--- src/rtl/mc_pkg.sv ---
// Shared encodings for the multicycle MIPS datapath and its control FSM.
package mc_pkg;

  localparam logic [5:0] A_ADD    = 6'b100000;
  localparam logic [5:0] A_SUB    = 6'b100010;
  localparam logic [5:0] A_AND    = 6'b100100;
  localparam logic [5:0] A_OR     = 6'b100101;
  localparam logic [5:0] A_XOR    = 6'b100110;
  localparam logic [5:0] A_NOR    = 6'b100111;
  localparam logic [5:0] IS_POSIT = 6'b111111;

  typedef enum logic [1:0] {
    SRCB_REG     = 2'b00,
    SRCB_FOUR    = 2'b01,
    SRCB_IMM     = 2'b10,
    SRCB_IMM_SH2 = 2'b11
  } srcb_e;

  localparam logic [5:0] LW     = 6'b100011;
  localparam logic [5:0] SW     = 6'b101011;
  localparam logic [5:0] R_type = 6'b000000;
  localparam logic [5:0] BEQ    = 6'b000100;
  localparam logic [5:0] ADDI   = 6'b001000;

endpackage

--- src/rtl/reg_file.sv ---
// 32-entry register file: two combinational read ports, one synchronous write
// port, register 0 hardwired to zero.
module reg_file #(
  parameter int WIDTH = 32
) (
  input  logic             clk,
  input  logic             rst_n,
  input  logic             we_i,
  input  logic [4:0]       ra1_i,
  input  logic [4:0]       ra2_i,
  input  logic [4:0]       wa_i,
  input  logic [WIDTH-1:0] wd_i,
  output logic [WIDTH-1:0] rd1_o,
  output logic [WIDTH-1:0] rd2_o
);

  logic [WIDTH-1:0] regs_q [32];

  // NOTE: the whole array is reset on purpose -- a reset mid-program must
  // leave every architectural register at zero, so this cannot map to a RAM.
  // NOTE: sequential state uses non-blocking assignments so every register
  // samples its inputs from before the edge.
  always_ff @(posedge clk or negedge rst_n) begin
    if (!rst_n) begin
      for (int i = 0; i < 32; i++) regs_q[i] <= '0;
    end else if (we_i && (wa_i != 5'd0)) begin
      regs_q[wa_i] <= wd_i;
    end
  end

  // No write-to-read bypass: a same-cycle read returns the pre-edge value.
  assign rd1_o = (ra1_i == 5'd0) ? '0 : regs_q[ra1_i];
  assign rd2_o = (ra2_i == 5'd0) ? '0 : regs_q[ra2_i];

endmodule

--- src/rtl/mc_datapath.sv ---
// Multicycle MIPS datapath: PC, IR, register file, A/B/MDR/ALUOut latches and
// the unified memory port, steered cycle by cycle by the control FSM.
module mc_datapath
  import mc_pkg::*;
#(
  parameter int               WIDTH    = 32,
  parameter logic [WIDTH-1:0] PC_RESET = '0
) (
  input  logic             clk,
  input  logic             rst_n,
  input  logic             PCWrite,
  input  logic             Branch,
  input  logic             PCSrc,
  input  logic [5:0]       ALUControl,
  input  logic [1:0]       ALUSrcB,
  input  logic             ALUSrcA,
  input  logic             RegWrite,
  input  logic             IorD,
  input  logic             MemWrite,
  input  logic             IRWrite,
  input  logic             RegDst,
  input  logic             MemtoReg,
  output logic [5:0]       Op,
  output logic [5:0]       Funct,
  output logic [WIDTH-1:0] mem_addr,
  output logic [WIDTH-1:0] mem_wdata,
  output logic             mem_we,
  input  logic [WIDTH-1:0] mem_rdata,
  output logic [WIDTH-1:0] pc
);

  logic [WIDTH-1:0] pc_q, pc_d, ir_q, a_q, b_q, mdr_q, aluout_q;
  logic [WIDTH-1:0] rd1, rd2, src_a, src_b, alu_result, imm_ext, rf_wd;
  logic [4:0]       rf_wa;
  logic             zero, pc_en;

  reg_file #(.WIDTH(WIDTH)) u_rf (
    .clk   (clk),
    .rst_n (rst_n),
    .we_i  (RegWrite),
    .ra1_i (ir_q[25:21]),
    .ra2_i (ir_q[20:16]),
    .wa_i  (rf_wa),
    .wd_i  (rf_wd),
    .rd1_o (rd1),
    .rd2_o (rd2)
  );

  assign imm_ext = {{(WIDTH-16){ir_q[15]}}, ir_q[15:0]};
  assign rf_wa   = RegDst ? ir_q[15:11] : ir_q[20:16];
  assign rf_wd   = MemtoReg ? mdr_q : aluout_q;
  assign src_a   = ALUSrcA ? a_q : pc_q;

  // NOTE: every output of a combinational block gets a default first, so no
  // path through the case can leave it unassigned and infer a latch.
  always_comb begin
    src_b = b_q;
    case (srcb_e'(ALUSrcB))
      SRCB_REG:     src_b = b_q;
      SRCB_FOUR:    src_b = WIDTH'(4);
      SRCB_IMM:     src_b = imm_ext;
      SRCB_IMM_SH2: src_b = {imm_ext[WIDTH-3:0], 2'b00};
      default:      src_b = b_q;
    endcase
  end

  always_comb begin
    alu_result = '0;
    case (ALUControl)
      A_ADD:            alu_result = src_a + src_b;
      A_SUB, IS_POSIT:  alu_result = src_a - src_b;
      A_AND:            alu_result = src_a & src_b;
      A_OR:             alu_result = src_a | src_b;
      A_XOR:            alu_result = src_a ^ src_b;
      A_NOR:            alu_result = ~(src_a | src_b);
      default:          alu_result = '0;
    endcase
  end

  assign zero  = (alu_result == '0);
  assign pc_en = PCWrite | (Branch & zero);
  assign pc_d  = PCSrc ? aluout_q : alu_result;

  // A, B, MDR and ALUOut reload every cycle; only PC and IR are enabled.
  always_ff @(posedge clk or negedge rst_n) begin
    if (!rst_n) begin
      pc_q     <= PC_RESET;
      ir_q     <= '0;
      a_q      <= '0;
      b_q      <= '0;
      mdr_q    <= '0;
      aluout_q <= '0;
    end else begin
      if (pc_en)   pc_q <= pc_d;
      if (IRWrite) ir_q <= mem_rdata;
      a_q      <= rd1;
      b_q      <= rd2;
      mdr_q    <= mem_rdata;
      aluout_q <= alu_result;
    end
  end

  assign Op        = ir_q[31:26];
  assign Funct     = ir_q[5:0];
  assign mem_addr  = IorD ? aluout_q : pc_q;
  assign mem_wdata = b_q;
  assign mem_we    = MemWrite;
  assign pc        = pc_q;

endmodule
--- config.mk ---
export PLATFORM = sky130hd
export DESIGN_NAME = mc_datapath
export DESIGN_NICKNAME = d
export VERILOG_FILES = /design/src/rtl/mc_pkg.sv /design/src/rtl/reg_file.sv /design/src/rtl/mc_datapath.sv
export SDC_FILE = /design/constraint.sdc
export NUM_CORES = 2
export LEC_CHECK = 0
export CORE_ASPECT_RATIO = 2
export CORE_MARGIN = 2
export CORE_UTILIZATION = 50
export CTS_CLUSTER_DIAMETER = 200
export DETAILED_ROUTE_END_ITERATION = 8
export PLACE_DENSITY = 0.67
export SLEW_MARGIN = 40
export SYNTH_ARGS = -nofsm -noshare
export SYNTH_HDL_FRONTEND = slang
export SYNTH_HIERARCHICAL = 1
export SYNTH_SLANG_ARGS = --single-unit
--- constraint.sdc ---
create_clock -name clk -period 9.14 [get_ports clk]
set_input_delay 1.828 -clock clk [delete_from_list [all_inputs] [get_ports clk]]
set_output_delay 1.828 -clock clk [all_outputs]
set_load 0.02 [all_outputs]
==> key figures <==
Outcome
  – Status: complete, no violations

Global routing
  – Largest net degree at the start of global routing: 136
  – First-pass GRT wire length: 333,100 um
  – GRT Util Overall: about a third
  – GR Overflow Total: 0
  – Vias in the first global route: 47,290
  – Initial antenna violation count: 15

Yosys
  – Seq/Total Area, Yosys: a little under half
  – Top-area cell type share of the netlist area: 45.19%
  – Yosys warnings: 6
  – Yosys top cell by area: dfrtp_1
  – Top_reg_cell synth: dfrtp_1
  – Synth area leaders: dfrtp_1, mux2_2, mux4_2
  – Number of flops mapped to enable cells by yosys: 0
  – Asr flop ratio synth: 100.0%
  – Synthesized Nets: 5,033
  – Cells after Synth: 4,883
  – Yosys cell types: 87
  – Flops & latches, synth: 1,216
  – Mapped Area: roughly 0.067 mm^2
  – Average cell area after synthesis: 13.79 um^2

CTS
  – CTS tree: yes
  – Clock buffer depth: 3
  – Root Driver: clkbuf_16
  – Total CTS buffers: 106
  – Post-CTS Resized: 0
  – Clock slew at reported path FFs: 0.07 ns
  – Hold buffers post-CTS: 0
  – H-tree depth: 3
  – Worst skew pair latency: 0.75 ns
  – Post-CTS Setup Inserts: 0
  – CTS Sinks: 1,216

Place
  – Global placer's final weighted congestion: 0.9935
  – Port Buf Inserts: about 160
  – Placed Instance Area: around 0.07 mm^2
  – Half-perimeter wire length after placement: 147,200 um

Pwr
  – Sw power: around 5.5 mW
  – Power Dens Cells: 235.4 mW/mm^2
  – Clk network pwr share: 27.6%
  – Maximum VDD drop: 171.1 uV
  – Gate power share: 27.9%
  – Sequential Power Share: 44.5%
  – Sw frac: 31.34%
  – Static Leak: 32.90 nW
  – Int Power: 11.94 mW

Worst setup path
  – Worst Setup SP: ALUSrcB[0]
  – Arr. time, crit path: just under 9 ns
  – Flop-to-flop setup slack: 2.60 ns
  – Reg2Reg Depth: 23
  – Critical path required time: 9.77 ns
  – Capture point of the worst reg-to-reg path: pc[0]
  – FF-to-FF Start: ir_q[2]
  – Crit path kind: input pin to flip-flop
  – Crit path max fanout: 32
  – CP endpoint kind: flip-flop
  – CP Launch Type: input pin
  – Setup crit end: pc[0]

Route
  – Routed WL: 230,000 um
  – Avg WL per Cell: about 35 um
  – DRT Pass-1 Iters: 7
  – Final antenna-violating net count: 0
  – Initial DRC count: 4,501
  – DRC: 0
  – Vias after detailed routing: about 45,000
  – Vias per inst: 6.904

STA
  – Fmax: 0.1205 GHz
  – Tightest Pin Transition: around 1.1 ns
  – Hold_ws: 0.3966 ns
  – Final Max Slew Viols: 0
  – Final Cycle Share: about nine tenths
  – Final setup fails: 0
  – Final hold violation count: 0
  – Worst Skew: 0.03396 ns
  – Unrepaired setup endpoints after global routing: no
  – Tmin final: 8.298 ns
  – Final TNS setup: 0 ns
  – Max-slew headroom: 28.55%

Layout
  – Share of post-route cells with drive strength above 1: 42.66%
  – Final nets: roughly 4,900
  – Synth-to-Final Area Change: 9.706%
  – Final Instance Area: around 0.074 mm^2

Die
  – Core box area: about 0.13 mm^2
  – Die ar.: about 0.14 mm^2
  – Width of the die: 263.5 um
  – Die H: 523.0 um
  – I/O pin cnt: 161
  – Initial Util: 50.31%
  – Num rows: 190

Worst hold path
  – Hold Crit Class: flip-flop to flip-flop

Run
  – Max_cap viols: 0
[how the worst min path moves through the flow]
stage / start / to / cells past startpoint / slack, ns
floorplan: u_rf/regs_q[1000] / u_rf/regs_q[1000] / 1 / 0.44
global placement: u_rf/regs_q[1007] / u_rf/regs_q[1007] / 0 / 0.38
detailed placement: u_rf/regs_q[1005] / u_rf/regs_q[1005] / 0 / 0.38
CTS: u_rf/regs_q[1005] / u_rf/regs_q[1005] / 0 / 0.40
global route: u_rf/regs_q[995] / u_rf/regs_q[995] / 0 / 0.41
finish: u_rf/regs_q[992] / u_rf/regs_q[992] / 0 / 0.40
[cells by family (layout without fill, tap and decap cells)]
group,after synthesis,in the layout,share of synthesized area (%)
buffers and inverters,609,569,4.034
AO/OA/AOI/OAI,643,643,6.606
multiplexers,1878,1878,38.73
flip-flops,1216,1216,45.19
XOR/XNOR,48,48,0.6244
other,0,4,0
adder cells (fa/ha/maj),98,98,1.832
AND/OR/NAND/NOR,391,391,2.981
[layout by cell type (no fill, tap or decap), types with 10 or more instances in the layout]
cell | synthesis | final
a211oi_1 | 80 | 80
a21oi_1 | 86 | 86
a221oi_1 | 44 | 44
a22oi_1 | 69 | 69
a311oi_1 | 64 | 52
a311oi_2 | 0 | 12
a31oi_1 | 11 | 11
and2_1 | 13 | 12
buf_12 | 3 | 13
buf_4 | 45 | 110
bufinv_16 | 0 | 11
clkbuf_1 | 256 | 20
clkbuf_16 | 0 | 106
clkbuf_8 | 0 | 25
clkdlybuf4s50_1 | 0 | 150
clkinv_2 | 0 | 23
dfrtp_1 | 1216 | 1206
ha_1 | 97 | 97
inv_1 | 85 | 83
mux2_1 | 37 | 37
mux2_2 | 1181 | 1181
mux2_4 | 30 | 30
mux2i_1 | 182 | 182
mux4_2 | 448 | 448
nand2_1 | 119 | 108
nand4_1 | 13 | 13
nor2_1 | 84 | 70
nor2_4 | 0 | 15
nor2b_1 | 83 | 79
nor3_1 | 13 | 12
o2111ai_1 | 22 | 22
o21ai_0 | 152 | 150
o21ai_1 | 15 | 17
o22ai_1 | 15 | 15
o31ai_1 | 10 | 10
xnor2_1 | 43 | 43
[metal layers]
metal / global-route usage (%) / part of all wire [%] / up-vias
met5: 0 / 0.023 / -
met4: 24.92 / 8.8 / 8
met3: 6.150 / 6.9 / 874
met2: 56.84 / 50 / 2135
met1: 37.68 / 35 / 24120
li1: - / - / 18260
[state kept, by name, indices dropped and copies added (netlist names)]
register and flops:
ir_q 32, a_q 32, aluout_q 32, pc 32, mem_wdata 32, mdr_q 32
u_rf/regs_q 1024
[cell type report]
| cell class | count | area, um^2 |
|---|---|---|
| Tap cell | 1728 | 2162 |
| Antenna cell | 4 | 10.01 |
| Clock inverter | 44 | 561.8 |
| Multi-Input combinational cell | 3058 | 34510 |
| Fill cell | 10950 | 59970 |
| Clock buffer | 151 | 3072 |
| Timing Repair Buffer | 284 | 2755 |
| Inverter | 90 | 344.1 |
| Sequential cell | 1216 | 30460 |
[through the flow]
stage	util [%]	instances	total power, mW	worst slack, ns
final	55.19	6575	17.39	0.8425
after detailed placement	52.38	6372	12.58	0.1880
after floorplan	-	4883	10.93	2.316
after CTS	55.09	6567	17.37	0.9602
after global placement	52.24	6368	12.36	0.1502
after global routing	55.19	6574	18.08	0.6031
[power by group through the flow]
stage / Clock (mW) / Sequential (mW) / Combinational [mW]
after global routing: 5.08 / 7.87 / 5.13
after CTS: 4.88 / 7.68 / 4.81
after detailed placement: 0 / 7.79 / 4.79
final: 4.80 / 7.73 / 4.85
after global placement: 0 / 7.68 / 4.68
after floorplan: 0 / 7.40 / 3.54
[cells in the mapped netlist, drive strengths merged, types with 3 or more instances]
cell and n:
a211oi 80, a21boi 5, a21o 6, a21oi 88, a221oi 44, a22o 4
a22oi 74, a311oi 64, a31o 4, a31oi 11, a41oi 5, and2 13
and3 9, buf 260, clkbuf 259, dfrtp 1216, ha 97, inv 90
mux2 1248, mux2i 182, mux4 448, nand2 119, nand2b 9, nand3 9
nand4 16, nand4b 4, nor2 86, nor2b 83, nor3 14, nor3b 5
nor4 6, o2111ai 22, o211ai 8, o21a 6, o21ai 167, o21bai 5
o22ai 16, o31a 4, o31ai 11, o32ai 6, or2 3, or3 7
or4 4, xnor2 43, xor2 5
[worst max-delay path, cell delays in order]
cell	delay (ns)
clkdlybuf4s50_1	0.83
buf_4	0.33
mux2_2	0.36
a22oi_1	0.37
nand4_2	0.21
nor3_2	0.25
nand4_1	0.27
a211oi_1	0.25
buf_4	0.17
nand2_1	0.09
a21oi_1	0.14
nor2_1	0.06
xnor2_1	0.14
ha_1	0.36
a21oi_1	0.29
o21ai_0	0.18
a31o_1	0.29
or3_1	0.37
o211ai_1	0.28
nand3_1	0.12
a31o_1	0.25
nor3_1	0.26
nand3_1	0.15
o31a_4	0.57
mux2_1	0.42
Power figures use the tool's default switching activity.
